### src/rtl/systolic_array_driver.sv
// Systolic array driver: holds operand matrices A and B, streams them into
// an N_SIZE x N_SIZE systolic array (A by columns, B by rows), then collects
// the result matrix C row by row from the array and exposes it through a
// registered read port. A watchdog flags an array that never answers, and a
// row stream that stops early is also reported as an error.
module systolic_array_driver #(
  parameter int DATAWIDTH = 16,
  parameter int N_SIZE    = 3,
  parameter int TIMEOUT   = 64
) (
  input  logic                           clk,
  input  logic                           rst_n,
  input  logic                           load_en,
  input  logic                           load_sel,
  input  logic [$clog2(N_SIZE)-1:0]      load_row,
  input  logic [$clog2(N_SIZE)-1:0]      load_col,
  input  logic signed [DATAWIDTH-1:0]    load_data,
  input  logic                           start,
  output logic                           busy,
  output logic                           done,
  output logic                           error,
  output logic                           sa_valid_in,
  output logic signed [DATAWIDTH-1:0]    sa_a_out [0:N_SIZE-1],
  output logic signed [DATAWIDTH-1:0]    sa_b_out [0:N_SIZE-1],
  input  logic                           sa_valid_out,
  input  logic [2*DATAWIDTH-1:0]         sa_matrix_in [0:N_SIZE-1],
  input  logic [$clog2(N_SIZE)-1:0]      rd_row,
  input  logic [$clog2(N_SIZE)-1:0]      rd_col,
  output logic [2*DATAWIDTH-1:0]         rd_data
);

  localparam int IW = $clog2(N_SIZE);
  localparam int CW = $clog2(TIMEOUT + 1);
  localparam logic [IW-1:0] LAST_IDX  = IW'(N_SIZE - 1);
  localparam logic [CW-1:0] WAIT_LAST = CW'(TIMEOUT - 1);

  typedef enum logic [2:0] {
    IDLE,
    FEED,
    WAIT,
    CAPTURE,
    DONE
  } state_t;

  state_t state;

  logic signed [DATAWIDTH-1:0]   a_mem  [N_SIZE][N_SIZE];
  logic signed [DATAWIDTH-1:0]   b_mem  [N_SIZE][N_SIZE];
  logic [2*DATAWIDTH-1:0]        c_mem  [N_SIZE][N_SIZE];
  logic signed [DATAWIDTH-1:0]   a_view [N_SIZE][N_SIZE];
  logic signed [DATAWIDTH-1:0]   b_view [N_SIZE][N_SIZE];

  logic [IW-1:0] k;
  logic [IW-1:0] k_next;
  logic [IW-1:0] r;
  logic [CW-1:0] wait_cnt;
  logic          load_ok;
  logic          load_write;
  logic          rd_ok;

  // Operand writes are only honoured while idle and with in-range indices.
  always_comb begin
    load_ok    = (int'(load_row) < N_SIZE) && (int'(load_col) < N_SIZE);
    load_write = (state == IDLE) && load_en && load_ok;
    rd_ok      = (int'(rd_row) < N_SIZE) && (int'(rd_col) < N_SIZE);
    k_next     = k + IW'(1);
  end

  // Operand view including a same-cycle write, so a load issued together
  // with start is already seen by the first feed column.
  always_comb begin
    for (int i = 0; i < N_SIZE; i++) begin
      for (int j = 0; j < N_SIZE; j++) begin
        a_view[i][j] = a_mem[i][j];
        b_view[i][j] = b_mem[i][j];
      end
    end
    if (load_write) begin
      if (!load_sel) a_view[load_row][load_col] = load_data;
      else           b_view[load_row][load_col] = load_data;
    end
  end

  // Operand storage for A and B, cleared by reset.
  always_ff @(posedge clk) begin
    if (!rst_n) begin
      for (int i = 0; i < N_SIZE; i++) begin
        for (int j = 0; j < N_SIZE; j++) begin
          a_mem[i][j] <= '0;
          b_mem[i][j] <= '0;
        end
      end
    end else if (load_write) begin
      if (!load_sel) a_mem[load_row][load_col] <= load_data;
      else           b_mem[load_row][load_col] <= load_data;
    end
  end

  // Main controller: feed sequencing, response capture, watchdog and status.
  always_ff @(posedge clk) begin
    if (!rst_n) begin
      state       <= IDLE;
      busy        <= 1'b0;
      done        <= 1'b0;
      error       <= 1'b0;
      sa_valid_in <= 1'b0;
      k           <= '0;
      r           <= '0;
      wait_cnt    <= '0;
      for (int i = 0; i < N_SIZE; i++) begin
        sa_a_out[i] <= '0;
        sa_b_out[i] <= '0;
        for (int j = 0; j < N_SIZE; j++) begin
          c_mem[i][j] <= '0;
        end
      end
    end else begin
      case (state)
        IDLE: begin
          done <= 1'b0;
          if (start) begin
            state       <= FEED;
            busy        <= 1'b1;
            error       <= 1'b0;
            k           <= '0;
            wait_cnt    <= '0;
            r           <= '0;
            sa_valid_in <= 1'b1;
            for (int i = 0; i < N_SIZE; i++) begin
              sa_a_out[i] <= a_view[i][0];
              sa_b_out[i] <= b_view[0][i];
            end
          end
        end

        FEED: begin
          if (k == LAST_IDX) begin
            state       <= WAIT;
            sa_valid_in <= 1'b0;
            wait_cnt    <= '0;
            for (int i = 0; i < N_SIZE; i++) begin
              sa_a_out[i] <= '0;
              sa_b_out[i] <= '0;
            end
          end else begin
            k <= k_next;
            for (int i = 0; i < N_SIZE; i++) begin
              sa_a_out[i] <= a_mem[i][k_next];
              sa_b_out[i] <= b_mem[k_next][i];
            end
          end
        end

        WAIT: begin
          if (sa_valid_out) begin
            for (int c = 0; c < N_SIZE; c++) begin
              c_mem[0][c] <= sa_matrix_in[c];
            end
            r     <= IW'(1);
            state <= CAPTURE;
          end else if (wait_cnt == WAIT_LAST) begin
            error <= 1'b1;
            done  <= 1'b1;
            state <= DONE;
          end else begin
            wait_cnt <= wait_cnt + CW'(1);
          end
        end

        CAPTURE: begin
          if (sa_valid_out) begin
            for (int c = 0; c < N_SIZE; c++) begin
              c_mem[r][c] <= sa_matrix_in[c];
            end
            if (r == LAST_IDX) begin
              done  <= 1'b1;
              state <= DONE;
            end else begin
              r <= r + IW'(1);
            end
          end else begin
            error <= 1'b1;
            done  <= 1'b1;
            state <= DONE;
          end
        end

        DONE: begin
          done     <= 1'b0;
          busy     <= 1'b0;
          k        <= '0;
          r        <= '0;
          wait_cnt <= '0;
          state    <= IDLE;
        end

        default: begin
          state       <= IDLE;
          busy        <= 1'b0;
          done        <= 1'b0;
          sa_valid_in <= 1'b0;
        end
      endcase
    end
  end

  // Registered result read port, usable in any state.
  always_ff @(posedge clk) begin
    if (!rst_n) begin
      rd_data <= '0;
    end else if (rd_ok) begin
      rd_data <= c_mem[rd_row][rd_col];
    end else begin
      rd_data <= '0;
    end
  end

endmodule

### config.mk
export PLATFORM = sky130hd
export DESIGN_NAME = systolic_array_driver
export DESIGN_NICKNAME = d
export VERILOG_FILES = /design/src/rtl/systolic_array_driver.sv
export SDC_FILE = /design/constraint.sdc
export NUM_CORES = 1
export LEC_CHECK = 0
export ABC_AREA = 1
export BUFFER_PORTS_ARGS = -buffer_cell sky130_fd_sc_hd__buf_2
export CAP_MARGIN = 10
export CELL_PAD_IN_SITES_DETAIL_PLACEMENT = 1
export CELL_PAD_IN_SITES_GLOBAL_PLACEMENT = 1
export CORE_MARGIN = 3
export CORE_UTILIZATION = 42
export DETAILED_ROUTE_END_ITERATION = 8
export PLACE_DENSITY = 0.81
export SKIP_CTS_REPAIR_TIMING = 1
export SYNTH_ARGS = -nofsm -noshare
export SYNTH_HDL_FRONTEND = slang
export SYNTH_SLANG_ARGS = --single-unit
### constraint.sdc
create_clock -name clk -period 4.9 [get_ports clk]
set_input_delay 0.49 -clock clk [delete_from_list [all_inputs] [get_ports clk]]
set_output_delay 0.49 -clock clk [all_outputs]
set_load 0.05 [all_outputs]
==> key figures, run 1 <==
Outcome
  – Status: completed

Setup path
  – Worst path max stage delay: 700 ps
  – CP Capture Type: flip-flop
  – CP Launch Point: state[2]
  – Slowest cell on crit path: clkinv_2
  – Most used cell, CP: buf_4
  – WP data arrival: about 4100 ps
  – Max FO, Critical Path: 56
  – RR Startpoint: state[2]
  – Setup crit start kind: flip-flop
  – Worst r2r dst: sa_a_out[32]
  – Cell count of the worst reg-to-reg path: 9
  – Critical Path, Cell by Cell: nor2_2 > nand2_4 > inv_2 > nor2_4 > buf_4 > clkinv_2 > buf_4 > o21ai_0 > a21oi_1
  – FF-to-FF setup slack: 1300 ps
  – Crit Path Class: flip-flop to flip-flop
  – Worst EP required: ~5400 ps

Synth
  – Sequential-to-total area share from yosys stat: 0.6272
  – Top post-synthesis cells by count: nor2_1, edfxtp_1, o21ai_0
  – Synth area leaders: edfxtp_1, nor2_1, dfxtp_1, o21ai_0, a21oi_1
  – Fraction of synthesis flops using an asynchronous set or reset pin: 0
  – EDFF count, synth: 657
  – Synthesis-stage register bit count: between 800 and 900
  – Netlist cell types: 39
  – Most numerous cell in the Yosys netlist: nor2_1
  – Area leader, netlist: edfxtp_1
  – Synth Cell Area: about 36000 um^2
  – Ys flop type: edfxtp_1
  – Syn_area_per_cell: approximately 9.5 um^2
  – Synth Instances: between 3000 and 4000
  – Yosys warning total: 0
  – Top cell type's share of synthesized area: 0.5463

CTS
  – Reg clk slew, reported paths: 60 ps
  – Clock Latency Late Sink: around 680 ps
  – Clk sinks: about 800
  – Clock Tree Root: clkbuf_16
  – CTS Buf Count: 87
  – Max clock buf depth: 3
  – CTS tree: yes
  – CTS H-tree lvls: 3

Pwr
  – Worst VDD drop: roughly 590 uV
  – Power Dens Cells: 555.6 nW/um^2
  – Leakage: approximately 17 nW
  – Total power: roughly 23 mW

STA
  – Setup ws final: ~1300 ps
  – Setup skew after layout: roughly 64 ps
  – F_max: approximately 280 MHz
  – Setup TNS: 0 ps
  – Final Critical Period: 3600 ps
  – Final max-slew violation count: 0
  – Hold WS: about 150 ps
  – Unrepaired setup endpoints after global routing: no
  – Worst slew margin: 0.2036
  – Fin crit share: 0.7347
  – Final hold violation count: 0
  – Setup violators final: 0
  – Worst slew pin tran: around 1200 ps

Cells and area
  – Layout cells sized above 1: 0.1240
  – Area occupied by registers: about 23000 um^2
  – Filler Cell Count: about 9700
  – Non-filler cells, final: ~5200
  – Fin nets: about 4100
  – Post-Route Utilization: 0.4867
  – Area delta synth->final: 13.86%
  – Final Instance Area: slightly above 40000 um^2
  – Area of the multi-input gates: 11320 um^2

Hold path
  – Worst Min Path Start: sa_matrix_in[62]
  – Hold WC Path Type: primary input to flip-flop
  – Hold Path End: c_mem[1][62]
  – Hold Path Cell Cnt: 3

Floorplanning
  – Die area: between 80000 and 90000 um^2
  – Initial core utilization: 0.4275
  – CORE AREA: between 80000 and 90000 um^2
  – Num ports: roughly 260
  – Row cnt: 106
  – DIE HEIGHT: 299.2 um
  – Die Wd: 299.2 um

Global route
  – Vias in the first global route: 31180
  – Largest net degree at the start of global routing: about 230
  – First-pass GRT wire length: 193000 um
  – GRT Total Usage: 0.2810
  – Initial antenna violation count: 6
  – Remaining Overflow, GRT: 0

Routing
  – Via density per instance: 5.874
  – Routed WL: around 130000 um
  – Initial drt markers: between 3000 and 4000
  – First-pass detailed-route iteration total: 6
  – Vias: between 30000 and 40000
  – Drt drc: 0
  – Routed Antenna Nets: 0
  – Routed WL per cell: approximately 25 um

Placement
  – Hpwl dp: slightly below 80000 um
  – IO Port Bufs: 257
  – Placer Congestion: 0.8243
  – Setup slack at placement: around 1300 ps
  – Placed Area: 38260 um^2
  – Placed Cells: ~5000

Job
  – MaxCap Viol Count: 0
==> worst max-delay path by stage <==
stage / slack, ps / end / cells after the start
2_1_floorplan: 190 / c_mem[2][0] / 8
3_5_place_dp: 1300 / sa_b_out[17] / 9
3_3_place_gp: 1440 / sa_b_out[28] / 9
6_report: 1300 / sa_a_out[32] / 9
4_1_cts: 1280 / sa_a_out[38] / 9
5_1_grt: 1020 / sa_a_out[32] / 9
==> worst max-delay path, delay by kind of cell (launching register included) <==
family	cells	cell delay, ps
and+or+nand+nor	3	710
AOI/OAI and AO/OA	2	320
DFF	1	550
buffers and inverters	4	1840
==> report_power, final <==
group | switching (mW) | leakage, nW | internal, mW
Sequential | 0.565 | 7.95 | 8.26
Clock | 2.91 | 1.39 | 3.73
Combinational | 5.74 | 7.70 | 1.65
Total | 9.21 | 17.0 | 13.6
==> state kept, by name, summed over array words and instances, names as in the netlist <==
signal,cells
sa_valid_in,1
a_mem,144
b_mem,192
sa_b_out,48
busy,1
r,2
k,2
c_mem,321
wait_cnt,7
sa_a_out,48
done,1
rd_data,32
error,1
state,3
==> metal layers <==
metal,global-route usage,vias to the layer above,routed length [um],share of wire
li1,-,13219,-,-
met1,0.3765,15269,51010,0.40
met2,0.4544,1632,61030,0.47
met3,0.04918,293,11650,0.090
met4,0.1131,2,5154,0.040
met5,0,-,7,0.000054
==> layout make-up <==
cell class	instances	share of cell area
clock inverters	44	0.01132
flip-flops and latches	803	0.5510
diodes	3	0.0001826
clock buffers	120	0.05818
inverters	306	0.02808
multi-input cells	2461	0.2753
well taps	1134	0.03450
repair buffers	307	0.04144
==> kinds of logic after synthesis <==
kind of cell    Yosys count  share of synthesized area
compound gates          802                     0.1160
xor+xnor                  3                  0.0007277
fa+ha+maj                 3                   0.001039
buf+inv                 597                    0.06627
flops                   803                     0.6272
other cells               1                  0.0001038
simple gates           1605                     0.1887
==> layout by cell type (no fill, tap or decap), drive strengths merged, types with 3 or more instances in the layout <==
| cell | count |
|---|---|
| a21oi | 303 |
| and3 | 15 |
| buf | 307 |
| bufinv | 5 |
| clkbuf | 120 |
| clkinv | 39 |
| conb | 48 |
| dfxtp | 146 |
| diode | 3 |
| edfxtp | 657 |
| ha | 3 |
| inv | 305 |
| nand2 | 384 |
| nand3 | 229 |
| nand4 | 101 |
| nor2 | 855 |
| nor3 | 18 |
| o211ai | 17 |
| o21ai | 465 |
| o221a | 15 |
| xor2 | 3 |
Note: power is estimated with default switching activity, not from simulation.
==> run 2, diff against run 1 <==
==> constraint.sdc (replaced) <==
create_clock -name clk -period 3.1 [get_ports clk]
set_input_delay 0.31 -clock clk [delete_from_list [all_inputs] [get_ports clk]]
set_output_delay 0.31 -clock clk [all_outputs]
set_load 0.05 [all_outputs]
==> run 2 against run 1 <==
- core utilization grew 0.70 points
- global-route usage rose by 0.12 points
- wire length grew 0.81%
- combinational power increased by 60%
- design area grew 1.4%
- sequential share of layout area fell by 0.78 points
- critical path type unchanged
- highest routed layer unchanged
==> key figures, run 2 (synthesis gave the netlist of run 1 again) <==
CTS
  – Clk sinks: 803 (unchanged)
  – CTS H-tree lvls: 3 (unchanged)
  – Clock Tree Root: clkbuf_16 (unchanged)
  – Reg clk slew, reported paths: 60 ps (about the same)
  – Max clock buf depth: 3 (unchanged)
  – Clock Latency Late Sink: 670 ps (was 680 ps)
  – CTS Buf Count: 87 (unchanged)
  – CTS tree: yes (unchanged)

Floorplanning
  – Die Wd: 299.2 um (unchanged)
  – CORE AREA: 84480 um^2 (unchanged)
  – Num ports: 258 (unchanged)
  – Row cnt: 106 (unchanged)
  – Die area: 89540 um^2 (unchanged)
  – Initial core utilization: 0.4275 (unchanged)
  – DIE HEIGHT: 299.2 um (unchanged)

Placement
  – Placer Congestion: 0.8127 (was 0.8243)
  – Setup slack at placement: 299.7 ps (was 1297 ps)
  – Hpwl dp: 77760 um (was 78120 um)
  – IO Port Bufs: 257 (unchanged)

STA
  – Final hold violation count: 0 (unchanged)
  – F_max: 355.7 MHz (was 277.8 MHz)
  – Worst slew pin tran: 1153 ps (was 1192 ps)
  – Final max-slew violation count: 0 (unchanged)
  – Setup violators final: 0 (unchanged)
  – Setup TNS: 0 ps (unchanged)
  – Setup skew after layout: 29.51 ps (was 64.07 ps)
  – Fin crit share: 0.9069 (was 0.7347)
  – Unrepaired setup endpoints after global routing: no (unchanged)
  – Worst slew margin: 0.2313 (was 0.2036)
  – Final Critical Period: 2812 ps (was 3600 ps)
  – Setup ws final: 288.5 ps (was 1300 ps)

Routing
  – Routed WL: 129900 um (was 128900 um)
  – Vias: 30478 (was 30415)
  – First-pass detailed-route iteration total: 5 (was 6)
  – Initial drt markers: 3258 (was 3012)
  – Routed Antenna Nets: 0 (unchanged)
  – Drt drc: 0 (unchanged)
  – Routed WL per cell: 24.87 um (was 24.88 um)
  – Via density per instance: 5.834 (was 5.874)

Setup path
  – Worst EP required: 3450 ps (was 5420 ps)
  – Max FO, Critical Path: 66 (was 56)
  – RR Startpoint: state[2] (unchanged)
  – CP Launch Point: state[2] (unchanged)
  – Crit Path Class: flip-flop to flip-flop (unchanged)
  – Setup crit start kind: flip-flop (unchanged)
  – CP Capture Type: flip-flop (unchanged)
  – WP data arrival: 3160 ps (was 4120 ps)

Pwr
  – Power Dens Cells: 872.2 nW/um^2 (was 555.6 nW/um^2)
  – Leakage: 17.36 nW (was 17.05 nW)
  – Worst VDD drop: 920.2 uV (was 586.2 uV)

Cells and area
  – Area occupied by registers: 22660 um^2 (unchanged)
  – Area of the multi-input gates: 11320 um^2 (unchanged)
  – Filler Cell Count: 9623 (was 9673)
  – Max reg flops: 321 (unchanged)
  – Top flop regs: c_mem x321, b_mem x192, a_mem x144 (unchanged)
  – Area delta synth->final: 15.50% (was 13.86%)
  – Fin nets: 4142 (was 4095)
  – Commonest non-fill, non-tap cell in the layout: nor2_1 (unchanged)
  – Top reg by flops: c_mem (unchanged)
  – Layout cells sized above 1: 0.1358 (was 0.1240)
  – Most frequent cells in the layout: nor2_1, edfxtp_1, o21ai_0, nand2_1, a21oi_1 (unchanged)

Global route
  – Vias in the first global route: 31528 (was 31180)
  – Initial antenna violation count: 7 (was 6)
  – Remaining Overflow, GRT: 0 (unchanged)
  – Largest net degree at the start of global routing: 226 (unchanged)
  – First-pass GRT wire length: 193800 um (was 193000 um)
  – GRT Total Usage: 0.2822 (was 0.2810)

Outcome
  – Status: completed (unchanged)

Hold path
  – Hold WC Path Type: primary input to flip-flop (unchanged)
  – Worst Min Path Start: sa_matrix_in[55] (was sa_matrix_in[62])

Job
  – MaxCap Viol Count: 0 (unchanged)
[run 2: cell type report]
type | instances | share of cell area
inverters | 306 | 0.02766
diodes | 3 | 0.0001800
well taps | 1134 | 0.03401
flip-flops and latches | 803 | 0.5431
repair buffers | 354 | 0.05321
multi-input cells | 2461 | 0.2714
clock buffers | 130 | 0.06113
clock inverters | 33 | 0.009268
[run 2: where the power goes]
group / total [mW] / switching, mW / internal [mW] / leakage [nW]
Combinational: 11.8 / 9.12 / 2.72 / 7.98
Clock: 10.6 / 4.56 / 6.09 / 1.44
Sequential: 13.9 / 0.844 / 13.0 / 7.95
Total: 36.4 / 14.5 / 21.9 / 17.4
[run 2: worst max-delay path: stages, from the launching register on]
cell and delay (ps):
dfxtp_1 560, nor2_2 110, nand2_2 200, nor2_4 60
nand2_1 90, inv_2 70, nand2_4 70, buf_4 390
buf_4 800, nor2_1 110
[run 2: path summary, 6_finish.rpt]
kind,endpoint,slack [ps],cells past startpoint
setup / recovery,c_mem[0][36],290,9
hold / removal,c_mem[2][55],0.04,3
setup reg to reg,c_mem[0][36],290,9
hold reg to reg,k[1],480,2
[run 2: metal layers]
metal	track usage	vias to the layer above	wire, um
li1	-	13304	-
met1	0.3646	15237	50460
met2	0.4683	1650	61660
met3	0.05389	281	12340
met4	0.1137	6	5400
met5	0	-	39
[run 2: stage by stage]
step / cell area (um^2) / utilization / hold slack, ps / instances / total power, mW
after CTS: 41660 / 0.4931 / -44.19 / 5216 / 36.31
after floorplan: 36310 / - / 427.4 / 3861 / 21.64
after global routing: 41710 / 0.4937 / 3.557 / 5223 / 37.82
after detailed placement: 38720 / 0.4583 / 477.0 / 5053 / 25.63
after global placement: 38720 / 0.4583 / 457.3 / 5053 / 25.28
final: 41710 / 0.4938 / 0.04274 / 5224 / 36.38
